File: src/rtl/mem_lsu_pipelined_if.sv
// mem_lsu_pipelined_if: core request, AXI4 master and CDB signals of the load/store unit
//   master: the LSU side (accepts requests, drives AXI AW/W/AR and ready for B/R, drives CDB)
//   slave : the core/memory side
interface mem_lsu_pipelined_if #(
    parameter int DATA_W   = 32,
    parameter int N_BANK   = 4,
    parameter int ADDR_W   = 28,
    parameter int RSV_ID_W = 5
);
    localparam int AXI_W  = DATA_W * N_BANK;
    localparam int STRB_W = AXI_W / 8;
    logic                       req_valid;
    logic                       req_ready;
    logic [RSV_ID_W-1:0]        req_rsv_id;
    logic                       req_store;
    logic                       req_byte;
    logic [ADDR_W-1:0]          req_addr;
    logic [DATA_W-1:0]          req_data;
    logic [ADDR_W-1:0]          m_awaddr;
    logic [7:0]                 m_awlen;
    logic [2:0]                 m_awsize;
    logic [1:0]                 m_awburst;
    logic                       m_awvalid;
    logic                       m_awready;
    logic [AXI_W-1:0]           m_wdata;
    logic [STRB_W-1:0]          m_wstrb;
    logic                       m_wlast;
    logic                       m_wvalid;
    logic                       m_wready;
    logic [1:0]                 m_bresp;
    logic                       m_bvalid;
    logic                       m_bready;
    logic [ADDR_W-1:0]          m_araddr;
    logic [7:0]                 m_arlen;
    logic [2:0]                 m_arsize;
    logic [1:0]                 m_arburst;
    logic                       m_arvalid;
    logic                       m_arready;
    logic [AXI_W-1:0]           m_rdata;
    logic [1:0]                 m_rresp;
    logic                       m_rvalid;
    logic                       m_rready;
    logic [RSV_ID_W+DATA_W-1:0] o_cdb;
    logic                       o_cdb_valid;
    logic                       o_cdb_ready;
    modport master (
        input  req_valid, req_rsv_id, req_store, req_byte, req_addr, req_data,
        output req_ready,
        output m_awaddr, m_awlen, m_awsize, m_awburst, m_awvalid, input m_awready,
        output m_wdata, m_wstrb, m_wlast, m_wvalid, input m_wready,
        input  m_bresp, m_bvalid, output m_bready,
        output m_araddr, m_arlen, m_arsize, m_arburst, m_arvalid, input m_arready,
        input  m_rdata, m_rresp, m_rvalid, output m_rready,
        output o_cdb, o_cdb_valid, input o_cdb_ready
    );
    modport slave (
        output req_valid, req_rsv_id, req_store, req_byte, req_addr, req_data,
        input  req_ready,
        input  m_awaddr, m_awlen, m_awsize, m_awburst, m_awvalid, output m_awready,
        input  m_wdata, m_wstrb, m_wlast, m_wvalid, output m_wready,
        output m_bresp, m_bvalid, input m_bready,
        input  m_araddr, m_arlen, m_arsize, m_arburst, m_arvalid, output m_arready,
        output m_rdata, m_rresp, m_rvalid, input m_rready,
        input  o_cdb, o_cdb_valid, output o_cdb_ready
    );
endinterface

File: src/rtl/mem_lsu_pipelined.sv
// mem_lsu_pipelined: pipelined load/store unit, in-order load results on the CDB, stores ordered against loads
//   clk, rst   : clock, synchronous active-high reset
//   bus        : request, AXI4 master and CDB signals (master modport)
//   err_sticky : set by any nonzero B/R response, cleared only by rst
module mem_lsu_pipelined #(
    parameter int DATA_W          = 32,
    parameter int N_BANK          = 4,
    parameter int ADDR_W          = 28,
    parameter int RSV_ID_W        = 5,
    parameter int MAX_OUTSTANDING = 4
) (
    input  logic                clk,
    input  logic                rst,
    mem_lsu_pipelined_if.master bus,
    output logic                err_sticky
);
    localparam int AXI_W  = DATA_W * N_BANK;
    localparam int STRB_W = AXI_W / 8;
    localparam int OFF_W  = $clog2(STRB_W);
    localparam int LANE_W = OFF_W - 2;
    localparam int PTR_W  = $clog2(MAX_OUTSTANDING);
    localparam int CNT_W  = PTR_W + 1;
    localparam int TRK_W  = RSV_ID_W + 1 + OFF_W;
    typedef enum logic [1:0] {IDLE, WRITE, RESP} state_t;
    state_t              state, state_nxt;
    logic [CNT_W-1:0]    inflight;
    logic [PTR_W-1:0]    wp, rp;
    logic [TRK_W-1:0]    trk [MAX_OUTSTANDING];
    logic [RSV_ID_W-1:0] hd_id;
    logic                hd_byte;
    logic [OFF_W-1:0]    hd_off;
    logic [LANE_W-1:0]   hd_lane;
    logic [DATA_W-1:0]   result;
    logic [OFF_W-1:0]    req_off;
    logic [LANE_W-1:0]   req_lane;
    logic                trk_ne, ld_ok, st_ok, ld_acc, st_acc, pop, wr_done;
    assign req_off  = bus.req_addr[OFF_W-1:0];
    assign req_lane = req_off[OFF_W-1:2];
    assign trk_ne   = inflight != '0;
    assign ld_ok    = state == IDLE && (!bus.m_arvalid || bus.m_arready) && inflight < CNT_W'(MAX_OUTSTANDING);
    assign st_ok    = state == IDLE && !trk_ne && !bus.m_arvalid;
    assign bus.req_ready = !rst && (bus.req_store ? st_ok : ld_ok);
    assign ld_acc   = bus.req_valid && bus.req_ready && !bus.req_store;
    assign st_acc   = bus.req_valid && bus.req_ready && bus.req_store;
    // R beats are only presented/acknowledged while a load is tracked, so stale responses after reset are ignored
    assign bus.o_cdb_valid = bus.m_rvalid && trk_ne;
    assign bus.m_rready    = bus.o_cdb_ready && trk_ne;
    assign pop             = bus.m_rvalid && bus.m_rready;
    assign {hd_id, hd_byte, hd_off} = trk[rp];
    assign hd_lane = hd_off[OFF_W-1:2];
    assign result  = hd_byte ? DATA_W'(bus.m_rdata[8*hd_off +: 8]) : bus.m_rdata[DATA_W*hd_lane +: DATA_W];
    assign bus.o_cdb     = {hd_id, result};
    assign bus.m_awlen   = 8'd0;
    assign bus.m_awsize  = 3'(OFF_W);
    assign bus.m_awburst = 2'b01;
    assign bus.m_arlen   = 8'd0;
    assign bus.m_arsize  = 3'(OFF_W);
    assign bus.m_arburst = 2'b01;
    assign bus.m_wlast   = bus.m_wvalid;
    // AW and W complete independently; leave WRITE once neither is still pending after this edge
    assign wr_done = (!bus.m_awvalid || bus.m_awready) && (!bus.m_wvalid || bus.m_wready);
    always_comb begin
        state_nxt    = state;
        bus.m_bready = 1'b0;
        unique case (state)
            IDLE:    state_nxt = st_acc ? WRITE : IDLE;
            WRITE:   state_nxt = wr_done ? RESP : WRITE;
            RESP: begin
                bus.m_bready = 1'b1;
                state_nxt    = bus.m_bvalid ? IDLE : RESP;
            end
            default: state_nxt = IDLE;
        endcase
    end
    always_ff @(posedge clk) begin
        if (ld_acc) trk[wp] <= {bus.req_rsv_id, bus.req_byte, req_off};
    end
    always_ff @(posedge clk) begin
        if (rst) begin
            state         <= IDLE;
            inflight      <= '0;
            wp            <= '0;
            rp            <= '0;
            bus.m_arvalid <= 1'b0;
            bus.m_araddr  <= '0;
            bus.m_awvalid <= 1'b0;
            bus.m_awaddr  <= '0;
            bus.m_wvalid  <= 1'b0;
            bus.m_wdata   <= '0;
            bus.m_wstrb   <= '0;
            err_sticky    <= 1'b0;
        end else begin
            state    <= state_nxt;
            inflight <= inflight + CNT_W'(ld_acc) - CNT_W'(pop);
            if (ld_acc) wp <= wp + 1'b1;
            if (pop) rp <= rp + 1'b1;
            if (ld_acc) begin
                bus.m_arvalid <= 1'b1;
                bus.m_araddr  <= bus.req_addr;
            end else if (bus.m_arready) begin
                bus.m_arvalid <= 1'b0;
            end
            if (st_acc) begin
                bus.m_awvalid <= 1'b1;
                bus.m_wvalid  <= 1'b1;
                bus.m_awaddr  <= bus.req_addr;
                bus.m_wdata   <= bus.req_byte ? {STRB_W{bus.req_data[7:0]}} : {N_BANK{bus.req_data}};
                bus.m_wstrb   <= bus.req_byte ? STRB_W'(1) << req_off
                                              : STRB_W'({(DATA_W/8){1'b1}}) << (req_lane * (DATA_W/8));
            end else begin
                if (bus.m_awready) bus.m_awvalid <= 1'b0;
                if (bus.m_wready) bus.m_wvalid <= 1'b0;
            end
            if ((pop && bus.m_rresp != 2'b00) || (bus.m_bvalid && bus.m_bready && bus.m_bresp != 2'b00))
                err_sticky <= 1'b1;
        end
    end
endmodule

File: src/flat_wrapper.sv
// flat-port wrapper written by rule: the top's interface ports become plain ports
module mem_lsu_pipelined_flat 
#(
    parameter int DATA_W          = 32,
    parameter int N_BANK          = 4,
    parameter int ADDR_W          = 28,
    parameter int RSV_ID_W        = 5,
    parameter int MAX_OUTSTANDING = 4
)
  (clk, rst, err_sticky, bus_req_valid, bus_req_rsv_id, bus_req_store, bus_req_byte, bus_req_addr, bus_req_data, bus_req_ready, bus_m_awaddr, bus_m_awlen, bus_m_awsize, bus_m_awburst, bus_m_awvalid, bus_m_awready, bus_m_wdata, bus_m_wstrb, bus_m_wlast, bus_m_wvalid, bus_m_wready, bus_m_bresp, bus_m_bvalid, bus_m_bready, bus_m_araddr, bus_m_arlen, bus_m_arsize, bus_m_arburst, bus_m_arvalid, bus_m_arready, bus_m_rdata, bus_m_rresp, bus_m_rvalid, bus_m_rready, bus_o_cdb, bus_o_cdb_valid, bus_o_cdb_ready);
  mem_lsu_pipelined_if #(.DATA_W(DATA_W), .N_BANK(N_BANK), .ADDR_W(ADDR_W), .RSV_ID_W(RSV_ID_W)) bus_i ();
  input  logic clk;
  input  logic rst;
  output logic err_sticky;
  input wire logic [$bits(bus_i.req_valid)-1:0] bus_req_valid;
  input wire logic [$bits(bus_i.req_rsv_id)-1:0] bus_req_rsv_id;
  input wire logic [$bits(bus_i.req_store)-1:0] bus_req_store;
  input wire logic [$bits(bus_i.req_byte)-1:0] bus_req_byte;
  input wire logic [$bits(bus_i.req_addr)-1:0] bus_req_addr;
  input wire logic [$bits(bus_i.req_data)-1:0] bus_req_data;
  output wire logic [$bits(bus_i.req_ready)-1:0] bus_req_ready;
  output wire logic [$bits(bus_i.m_awaddr)-1:0] bus_m_awaddr;
  output wire logic [$bits(bus_i.m_awlen)-1:0] bus_m_awlen;
  output wire logic [$bits(bus_i.m_awsize)-1:0] bus_m_awsize;
  output wire logic [$bits(bus_i.m_awburst)-1:0] bus_m_awburst;
  output wire logic [$bits(bus_i.m_awvalid)-1:0] bus_m_awvalid;
  input wire logic [$bits(bus_i.m_awready)-1:0] bus_m_awready;
  output wire logic [$bits(bus_i.m_wdata)-1:0] bus_m_wdata;
  output wire logic [$bits(bus_i.m_wstrb)-1:0] bus_m_wstrb;
  output wire logic [$bits(bus_i.m_wlast)-1:0] bus_m_wlast;
  output wire logic [$bits(bus_i.m_wvalid)-1:0] bus_m_wvalid;
  input wire logic [$bits(bus_i.m_wready)-1:0] bus_m_wready;
  input wire logic [$bits(bus_i.m_bresp)-1:0] bus_m_bresp;
  input wire logic [$bits(bus_i.m_bvalid)-1:0] bus_m_bvalid;
  output wire logic [$bits(bus_i.m_bready)-1:0] bus_m_bready;
  output wire logic [$bits(bus_i.m_araddr)-1:0] bus_m_araddr;
  output wire logic [$bits(bus_i.m_arlen)-1:0] bus_m_arlen;
  output wire logic [$bits(bus_i.m_arsize)-1:0] bus_m_arsize;
  output wire logic [$bits(bus_i.m_arburst)-1:0] bus_m_arburst;
  output wire logic [$bits(bus_i.m_arvalid)-1:0] bus_m_arvalid;
  input wire logic [$bits(bus_i.m_arready)-1:0] bus_m_arready;
  input wire logic [$bits(bus_i.m_rdata)-1:0] bus_m_rdata;
  input wire logic [$bits(bus_i.m_rresp)-1:0] bus_m_rresp;
  input wire logic [$bits(bus_i.m_rvalid)-1:0] bus_m_rvalid;
  output wire logic [$bits(bus_i.m_rready)-1:0] bus_m_rready;
  output wire logic [$bits(bus_i.o_cdb)-1:0] bus_o_cdb;
  output wire logic [$bits(bus_i.o_cdb_valid)-1:0] bus_o_cdb_valid;
  input wire logic [$bits(bus_i.o_cdb_ready)-1:0] bus_o_cdb_ready;
  assign bus_i.req_valid = bus_req_valid;
  assign bus_i.req_rsv_id = bus_req_rsv_id;
  assign bus_i.req_store = bus_req_store;
  assign bus_i.req_byte = bus_req_byte;
  assign bus_i.req_addr = bus_req_addr;
  assign bus_i.req_data = bus_req_data;
  assign bus_req_ready = bus_i.req_ready;
  assign bus_m_awaddr = bus_i.m_awaddr;
  assign bus_m_awlen = bus_i.m_awlen;
  assign bus_m_awsize = bus_i.m_awsize;
  assign bus_m_awburst = bus_i.m_awburst;
  assign bus_m_awvalid = bus_i.m_awvalid;
  assign bus_i.m_awready = bus_m_awready;
  assign bus_m_wdata = bus_i.m_wdata;
  assign bus_m_wstrb = bus_i.m_wstrb;
  assign bus_m_wlast = bus_i.m_wlast;
  assign bus_m_wvalid = bus_i.m_wvalid;
  assign bus_i.m_wready = bus_m_wready;
  assign bus_i.m_bresp = bus_m_bresp;
  assign bus_i.m_bvalid = bus_m_bvalid;
  assign bus_m_bready = bus_i.m_bready;
  assign bus_m_araddr = bus_i.m_araddr;
  assign bus_m_arlen = bus_i.m_arlen;
  assign bus_m_arsize = bus_i.m_arsize;
  assign bus_m_arburst = bus_i.m_arburst;
  assign bus_m_arvalid = bus_i.m_arvalid;
  assign bus_i.m_arready = bus_m_arready;
  assign bus_i.m_rdata = bus_m_rdata;
  assign bus_i.m_rresp = bus_m_rresp;
  assign bus_i.m_rvalid = bus_m_rvalid;
  assign bus_m_rready = bus_i.m_rready;
  assign bus_o_cdb = bus_i.o_cdb;
  assign bus_o_cdb_valid = bus_i.o_cdb_valid;
  assign bus_i.o_cdb_ready = bus_o_cdb_ready;
  mem_lsu_pipelined #(.DATA_W(DATA_W), .N_BANK(N_BANK), .ADDR_W(ADDR_W), .RSV_ID_W(RSV_ID_W), .MAX_OUTSTANDING(MAX_OUTSTANDING)) u_core (.clk(clk), .rst(rst), .bus(bus_i), .err_sticky(err_sticky));
endmodule
File: config.mk
export PLATFORM = sky130hd
export DESIGN_NAME = mem_lsu_pipelined_flat
export DESIGN_NICKNAME = d
export VERILOG_FILES = /design/src/rtl/mem_lsu_pipelined_if.sv /design/src/rtl/mem_lsu_pipelined.sv /design/src/flat_wrapper.sv
export SDC_FILE = /design/constraint.sdc
export NUM_CORES = 1
export LEC_CHECK = 0
export BUFFER_PORTS_ARGS = -buffer_cell sky130_fd_sc_hd__buf_4
export CELL_PAD_IN_SITES_DETAIL_PLACEMENT = 0
export CELL_PAD_IN_SITES_GLOBAL_PLACEMENT = 1
export CORE_AREA = 2 2 187 189
export CTS_BUF_LIST = sky130_fd_sc_hd__clkbuf_16
export DETAILED_ROUTE_END_ITERATION = 6
export DIE_AREA = 0 0 189 191
export PLACE_DENSITY_LB_ADDON = 0.1
export SYNTH_ARGS = -nofsm -noshare
export SYNTH_HDL_FRONTEND = slang
export SYNTH_SLANG_ARGS = --single-unit
File: constraint.sdc
create_clock -name clk -period 2.2 [get_ports clk]
set_input_delay 0.11 -clock clk [delete_from_list [all_inputs] [get_ports clk]]
set_output_delay 0.11 -clock clk [all_outputs]
set_load 0.05 [all_outputs]
==> summary.json, run 1 <==
{
  "outcome": {"value": "finished with violations"},
  "failed_checks": {"value": "negative setup slack"},
  "synth_cells": {"value": 911},
  "clk_path_buf_depth": {"value": 2},
  "cts.root.buffer_cell": {"value": "clkbuf_16"},
  "path_clk_slew": {"value": 60, "unit": "ps"},
  "maxUsedRoutingLayer": {"value": "met4"},
  "detailedPlacementHpwl": {"value": 27120, "unit": "µm"},
  "start_util": {"value": 0.2634},
  "finalWirelength": {"value": 34730, "unit": "µm"},
  "post_synth_instance_area": {"value": 0.008986, "unit": "mm²"},
  "cp-start-kind": {"value": "flip-flop"},
  "postPlaceCellArea": {"value": 0.01254, "unit": "mm²"},
  "wl_met2": {"value": 17080, "unit": "µm"},
  "layout.filler_cells": {"value": 3457},
  "setup_slack": {"value": -422.3, "unit": "ps"},
  "whs": {"value": 21.06, "unit": "ps"},
  "relSlewSlack": {"value": 0.4150},
  "leakage": {"value": 6.023, "unit": "nW"},
  "floorplan.die.width": {"value": 189, "unit": "µm"},
  "multi_input_area": {"value": 0.004597, "unit": "mm²"},
  "power_per_cell_area": {"value": 867.6, "unit": "mW/mm²"},
  "routedLengthMet1": {"value": 14470, "unit": "µm"},
  "placeableCoreArea": {"value": 0.03412, "unit": "mm²"},
  "cap_viol_max_count": {"value": 0},
  "grt_antenna_before_repair": {"value": 0},
  "chipHeight": {"value": 191, "unit": "µm"},
  "min-delay-path-class": {"value": "in -> reg"},
  "skew_pair_late_insertion_delay": {"value": 430, "unit": "ps"},
  "detail_route.wl_per_cell": {"value": 19.38, "unit": "µm"},
  "pre_cts_ws": {"value": -372.9, "unit": "ps"},
  "clock_tree.htree_level_count": {"value": 4},
  "timing_worst_setup_path_type": {"value": "reg -> out"},
  "drive_gt1_frac": {"value": 0.4929},
  "final_hold_viol_count": {"value": 0},
  "finalCritPeriodShare": {"value": 1.192},
  "firstDrtPassIters": {"value": 4},
  "global_route.overflow_total": {"value": 0},
  "peakVddDrop": {"value": 0.0004423, "unit": "V"},
  "sequential_cell_area": {"value": 0.003592, "unit": "mm²"},
  "timing.critical_path.to_type": {"value": "output port"},
  "mostFrequentLayoutCell": {"value": "buf_4"},
  "yosys.cell_types.count": {"value": 40},
  "nets": {"value": 1539},
  "p_total": {"value": 12.08, "unit": "mW"},
  "post-route-drc-count": {"value": 0},
  "global_route_wire_length_before_repair": {"value": 49580, "unit": "µm"},
  "period_minus_slack": {"value": 2622, "unit": "ps"},
  "synthesis.yosys.warnings": {"value": 0},
  "ys_dominant_reg_cell": {"value": "dfxtp_1"},
  "layout_common_cells": {"value": "465 x buf_4, 157 x nand2_1, 116 x dfxtp_1"},
  "cts_tree": {"value": "yes"},
  "synth_register_bits": {"value": 159},
  "cp.required": {"value": 2090, "unit": "ps"},
  "core.rowCount": {"value": 68},
  "vias_per_cell": {"value": 4.455},
  "antenna-diode-count": {"value": 0},
  "synthToLayoutAreaGrowth": {"value": 54.98, "unit": "%"},
  "finalMaxSlewViolations": {"value": 0},
  "yosysSeqAreaShare": {"value": 0.3988},
  "asyncSetResetFlopFracSynth": {"value": 0},
  "grt_pass1_vias": {"value": 7892},
  "fin_worst_skew": {"value": 10.85, "unit": "ps"},
  "fp.dieArea": {"value": 0.03610, "unit": "mm²"},
  "crit_path_max_fanout": {"value": 9},
  "final_cells": {"value": 1792},
  "clock.fmax": {"value": 0.3813, "unit": "GHz"},
  "dr_total_vias": {"value": 7983},
  "grt_util_all_layers": {"value": 0.1829},
  "placement.io_buffers": {"value": 453},
  "grt_setup_unrepaired": {"value": "yes"},
  "grt_max_degree": {"value": 79},
  "synth_enable_flop_cells": {"value": 40},
  "setup_violations": {"value": 32},
  "cts_inserted_buffers": {"value": 17},
  "syn_area_per_cell": {"value": 9.864, "unit": "µm²"},
  "placed_cells_incl_taps": {"value": 1712},
  "first_iter_violations": {"value": 343},
  "top_level_ports": {"value": 480},
  "layout.cell_area.non_filler": {"value": 0.01393, "unit": "mm²"},
  "final_antenna_net_count": {"value": 0},
  "met3_wirelength": {"value": 2504, "unit": "µm"},
  "worst-endpoint-arrival": {"value": 2510, "unit": "ps"},
  "worst-slew-pin-transition": {"value": 877.5, "unit": "ps"},
  "gpl.final_weighted_congestion": {"value": 0.8950},
  "cts.sinks": {"value": 159}
}
==> synthesized netlist by cell type (all sizes together), types with 7 or more instances <==
master,instances,area share
a211oi,24,0.020
a22oi,17,0.014
buf,147,0.12
nand3,18,0.010
clkbuf,40,0.017
a21oi,94,0.052
and2,7,0.0049
inv,10,0.0042
nor2b,30,0.021
nand2b,14,0.0097
or3,9,0.0063
nor2,36,0.015
nand2,157,0.066
dfxtp,119,0.27
mux4,58,0.15
edfxtp,40,0.13
mux2i,56,0.062
==> cell families after synthesis <==
family | Yosys count | synth area share
simple gates | 280 | 0.1401
flops | 159 | 0.3988
mux | 114 | 0.2082
compound gates | 146 | 0.09579
fa+ha+maj | 7 | 0.01058
other cells | 2 | 0.0008357
xor+xnor | 5 | 0.004873
buf+inv | 198 | 0.1409
==> metrics by stage <==
stage / utilization / setup TNS [ps]
after CTS: 0.4073 / -11570
after detailed placement: 0.3675 / -5314
after global placement: 0.3675 / -4142
after global routing: 0.4082 / -13270
after floorplan: - / -432.2
final: 0.4082 / -10120
==> state kept, by name, indices dropped and copies added, names as in the netlist, named ones only <==
signal / flops
u_core.trk: 40
u_core.bus.m_arvalid: 1
u_core.bus.m_awvalid: 1
u_core.bus.m_wdata: 32
u_core.err_sticky: 1
u_core.bus.m_araddr: 28
u_core.bus.m_wstrb: 16
u_core.bus.m_awaddr: 28
u_core.inflight: 3
u_core.state: 2
u_core.rp: 2
u_core.bus.m_wlast: 1
u_core.wp: 2
==> worst paths after layout <==
path                          start                     end  slack [ps]  cells past startpoint
max                       flip-flop            bus_o_cdb[7]        -420                      7
min                   bus_m_awready    u_core.bus.m_awvalid          20                      3
max reg2reg      u_core.inflight[2]      u_core.inflight[2]          90                      9
min reg2reg  u_core.bus.m_wstrb[10]  u_core.bus.m_wstrb[10]         450                      2
==> power breakdown <==
group	leakage, nW	switching [mW]	internal, mW
Clock	0.272	1.30	1.59
Combinational	4.42	3.53	2.29
Sequential	1.33	0.182	3.19
==> routing by layer <==
layer,vias up,GRT usage
li1,3871,-
met1,3793,0.2261
met2,291,0.3068
met3,28,0.05489
met4,0,0.05469
met5,-,0
==> cell type report <==
cell class / count / share of cell area
inverter: 11 / 0.003055
timing repair buffer: 557 / 0.3267
sequential: 159 / 0.2579
clock buffer: 17 / 0.03055
clock inverter: 15 / 0.01087
multi-input combinational: 578 / 0.3301
tap: 455 / 0.04088
==> timing repair <==
action | in CTS | in global routing
gates resized for setup | 75 | 9
hold endpoints to repair | 106 | 0
setup buffers | 2 | 0
hold buffers | 46 | 0
setup endpoints to repair | 33 | 74
pin swaps | 10 | 5
==> worst max-delay path, cell delays in order, from the launching register on <==
cell and delay [ps]:
dfxtp_4 390, buf_4 130, mux4_2 590, buf_6 190
mux4_2 300, a22oi_2 220, nand3_4 110, buf_6 160
Note: power is estimated with default switching activity, not from simulation.
==> run 2, diff against run 1 <==
--- a/config.mk
+++ b/config.mk
@@ -13,6 +13,7 @@
 export DETAILED_ROUTE_END_ITERATION = 6
 export DIE_AREA = 0 0 189 191
 export PLACE_DENSITY_LB_ADDON = 0.1
+export SETUP_SLACK_MARGIN = 0.4
 export SYNTH_ARGS = -nofsm -noshare
 export SYNTH_HDL_FRONTEND = slang
 export SYNTH_SLANG_ARGS = --single-unit
==> run 2 against run 1 <==
Against the previous run:
- the flow still finishes with violations (negative setup slack)
- critical path depth down 1
- clock power increased by 7.6%
- sequential share of layout area shrank 3.0 points
- wire length grew 9.0%
- worst hold slack improved by 19 ps
- worst setup slack worse by 45 ps
- design area is 13% higher
- die area stayed put
- largest cell class unchanged
==> summary.json, run 2 (synthesized netlist as in run 1, its figures left out) <==
{
  "antenna-diode-count": {"value": 0, "change": "unchanged"},
  "fp.dieArea": {"value": 0.03610, "unit": "mm²", "change": "unchanged"},
  "placed_cells_incl_taps": {"value": 1701, "change": "was 1712"},
  "peakVddDrop": {"value": 0.0005319, "unit": "V", "change": "was 0.0004423 V"},
  "finalWirelength": {"value": 37870, "unit": "µm", "change": "was 34730 µm"},
  "power.share.sequential": {"value": 0.258, "change": "was 0.279"},
  "detail_route.wl_per_cell": {"value": 20.64, "unit": "µm", "change": "was 19.38 µm"},
  "switching_power_as_a_share_of_total_power": {"value": 0.4134, "change": "was 0.4148"},
  "grt_setup_unrepaired": {"value": "yes", "change": "unchanged"},
  "cp_max_stage_delay": {"value": 570, "unit": "ps", "change": "was 590 ps"},
  "placement.io_buffers": {"value": 453, "change": "unchanged"},
  "firstDrtPassIters": {"value": 4, "change": "unchanged"},
  "cp.required": {"value": 2090, "unit": "ps", "change": "about the same"},
  "cellInternalPower": {"value": 7.740, "unit": "mW", "change": "was 7.071 mW"},
  "first_iter_violations": {"value": 327, "change": "was 343"},
  "dr_total_vias": {"value": 8571, "change": "was 7983"},
  "global_route_wire_length_before_repair": {"value": 52310, "unit": "µm", "change": "was 49580 µm"},
  "crit_path_frequent_cell": {"value": "mux4_2"},
  "gpl.final_weighted_congestion": {"value": 0.8618, "change": "was 0.8950"},
  "grt_antenna_before_repair": {"value": 0, "change": "unchanged"},
  "multi_input_area": {"value": 0.005564, "unit": "mm²", "change": "was 0.004597 mm²"},
  "top_level_ports": {"value": 480, "change": "unchanged"},
  "rr_startpoint": {"value": "u_core.inflight[0]", "change": "was u_core.inflight[2]"},
  "largest_registers": {"value": "u_core.trk (40), u_core.bus.m_wdata (32)", "change": "unchanged"},
  "floorplan.die.width": {"value": 189, "unit": "µm", "change": "unchanged"},
  "comb_power_share": {"value": 0.506, "change": "was 0.481"},
  "min-delay-path-class": {"value": "in -> reg", "change": "unchanged"},
  "crit_path_max_fanout": {"value": 24, "change": "was 9"},
  "clk_path_buf_depth": {"value": 2, "change": "unchanged"},
  "start_util": {"value": 0.2634, "change": "unchanged"},
  "outcome": {"value": "finished with violations", "change": "unchanged"},
  "period_minus_slack": {"value": 2668, "unit": "ps", "change": "was 2622 ps"},
  "drive_gt1_frac": {"value": 0.6181, "change": "was 0.4929"},
  "setup_slack": {"value": -467.5, "unit": "ps", "change": "was -422.3 ps"},
  "power_per_cell_area": {"value": 837.9, "unit": "mW/mm²", "change": "was 867.6 mW/mm²"},
  "timing.critical_path.to_type": {"value": "output port", "change": "unchanged"},
  "postPlaceCellArea": {"value": 0.01262, "unit": "mm²", "change": "was 0.01254 mm²"},
  "grt_max_degree": {"value": 66, "change": "was 79"},
  "timing.critical_path.cells": {"value": "mux4_2 > buf_12 > mux4_2 > a22oi_2 > nand3_4 > buf_6", "change": "was buf_4 > mux4_2 > buf_6 > mux4_2 > a22oi_2 > nand3_4 > buf_6"},
  "placeableCoreArea": {"value": 0.03412, "unit": "mm²", "change": "unchanged"},
  "core.rowCount": {"value": 68, "change": "unchanged"},
  "failed_checks": {"value": "negative setup slack", "change": "unchanged"},
  "worst-slew-pin-transition": {"value": 859.8, "unit": "ps", "change": "was 877.5 ps"},
  "chipHeight": {"value": 191, "unit": "µm", "change": "unchanged"},
  "cts.sinks": {"value": 159, "change": "unchanged"},
  "post-route-drc-count": {"value": 0, "change": "unchanged"},
  "final_antenna_net_count": {"value": 0, "change": "unchanged"},
  "relSlewSlack": {"value": 0.4268, "change": "was 0.4150"},
  "cap_viol_max_count": {"value": 0, "change": "unchanged"},
  "leakage": {"value": 6.837, "unit": "nW", "change": "was 6.023 nW"},
  "final_cells": {"value": 1835, "change": "was 1792"},
  "clock.fmax": {"value": 0.3749, "unit": "GHz", "change": "was 0.3813 GHz"},
  "detailedPlacementHpwl": {"value": 26990, "unit": "µm", "change": "was 27120 µm"},
  "cp-start-kind": {"value": "flip-flop", "change": "unchanged"},
  "largest_reg_flops": {"value": 40, "change": "unchanged"},
  "final_hold_viol_count": {"value": 0, "change": "unchanged"},
  "setup_total_negative_slack": {"value": -12210, "unit": "ps", "change": "was -10120 ps"},
  "grt_pass1_vias": {"value": 8389, "change": "was 7892"},
  "worst-endpoint-arrival": {"value": 2560, "unit": "ps", "change": "was 2510 ps"},
  "vias_per_cell": {"value": 4.671, "change": "was 4.455"},
  "sequential_cell_area": {"value": 0.003593, "unit": "mm²", "change": "was 0.003592 mm²"},
  "largest-register": {"value": "u_core.trk", "change": "unchanged"},
  "slowest_stage": {"value": "mux4_2", "change": "unchanged"},
  "layout_common_cells": {"value": "449 x buf_4, 115 x dfxtp_1, 100 x nand2_1", "change": "was 465 x buf_4, 157 x nand2_1, 116 x dfxtp_1"},
  "mostFrequentLayoutCell": {"value": "buf_4", "change": "unchanged"},
  "power.switching": {"value": 5.454, "unit": "mW", "change": "was 5.012 mW"},
  "finalCritPeriodShare": {"value": 1.213, "change": "was 1.192"},
  "cts_inserted_buffers": {"value": 17, "change": "unchanged"},
  "fin_worst_skew": {"value": 10.13, "unit": "ps", "change": "was 10.85 ps"},
  "finalMaxSlewViolations": {"value": 0, "change": "unchanged"},
  "whs": {"value": 40.36, "unit": "ps", "change": "was 21.06 ps"},
  "skew_pair_late_insertion_delay": {"value": 420, "unit": "ps", "change": "was 430 ps"},
  "layout.filler_cells": {"value": 3289, "change": "was 3457"},
  "grt_util_all_layers": {"value": 0.1914, "change": "was 0.1829"},
  "clock_tree.htree_level_count": {"value": 4, "change": "unchanged"},
  "synthToLayoutAreaGrowth": {"value": 75.23, "unit": "%", "change": "was 54.98%"},
  "power_frac_clock": {"value": 0.236, "change": "was 0.240"},
  "setup_violations": {"value": 32, "change": "unchanged"},
  "timing_worst_setup_path_type": {"value": "reg -> out", "change": "unchanged"},
  "path_clk_slew": {"value": 70, "unit": "ps", "change": "was 60 ps"},
  "layout.cell_area.non_filler": {"value": 0.01575, "unit": "mm²", "change": "was 0.01393 mm²"},
  "cts_tree": {"value": "yes", "change": "unchanged"},
  "finalCoreUtilization": {"value": 0.4615, "change": "was 0.4082"},
  "nets": {"value": 1582, "change": "was 1539"},
  "cts.root.buffer_cell": {"value": "clkbuf_16", "change": "unchanged"},
  "hold_sp": {"value": "bus_req_data[12]", "change": "was bus_m_awready"},
  "global_route.overflow_total": {"value": 0, "change": "unchanged"}
}
-- run 2: path summary, 6_finish.rpt --
kind | endpoint | slack, ps | cells after the start
hold / removal | u_core.bus.m_wdata[108] | 40 | 3
setup reg to reg | u_core.inflight[2] | 70 | 9
hold reg to reg | u_core.bus.m_araddr[5] | 460 | 2
setup / recovery | bus_o_cdb[2] | -470 | 6
-- run 2: per-layer routing --
metal	global-route usage	up-vias	routed length, µm
li1	-	3996	-
met1	0.2447	4217	15750
met2	0.3254	330	19030
met3	0.04792	28	2513
met4	0.04267	0	572
met5	0	-	0
-- run 2: area by class of cell --
| type | instances | share of cell area |
|---|---|---|
| Multi-Input combinational cell | 586 | 0.3534 |
| Inverter | 11 | 0.002940 |
| Timing Repair Buffer | 592 | 0.3400 |
| Clock buffer | 17 | 0.02702 |
| Tap cell | 455 | 0.03615 |
| Sequential cell | 159 | 0.2282 |
| Clock inverter | 15 | 0.01232 |
-- run 2: timing repair --
| action | 4_1_cts | 5_1_grt |
|---|---|---|
| gates cloned | 10 | 13 |
| hold endpoints to repair | 102 | 0 |
| setup endpoints to repair | 157 | 136 |
| pin swaps | 28 | 111 |
| hold buffers | 48 | 0 |
| buffers inserted | 22 | 9 |
| gates resized for setup | 89 | 259 |
-- run 2: power by group through the flow --
| stage | combinational [mW] | sequential (mW) | clock, mW |
|---|---|---|---|
| 2_1_floorplan | 3.65 | 3.88 | 0 |
| 3_3_place_gp | 5.61 | 3.43 | 0 |
| 3_5_place_dp | 5.60 | 3.44 | 0 |
| 4_1_cts | 6.16 | 3.38 | 3.20 |
| 5_1_grt | 6.99 | 3.43 | 3.33 |
| 6_report | 6.68 | 3.40 | 3.11 |
-- run 2: worst max-delay path: cells and delay by family (launching register included) --
| kind | cells | cell delay, ps |
|---|---|---|
| AOI/OAI and AO/OA | 1 | 240 |
| DFF | 1 | 380 |
| muxes | 2 | 1010 |
| buffers and inverters | 2 | 380 |
| and+or+nand+nor | 1 | 120 |
-- run 2: through the flow --
step | worst slack, ps | power, mW
floorplan | -68.97 | 7.533
global placement | -297.1 | 9.046
detailed placement | -285.6 | 9.043
CTS | -506.4 | 12.74
global route | -556.8 | 13.76
finish | -467.5 | 13.19
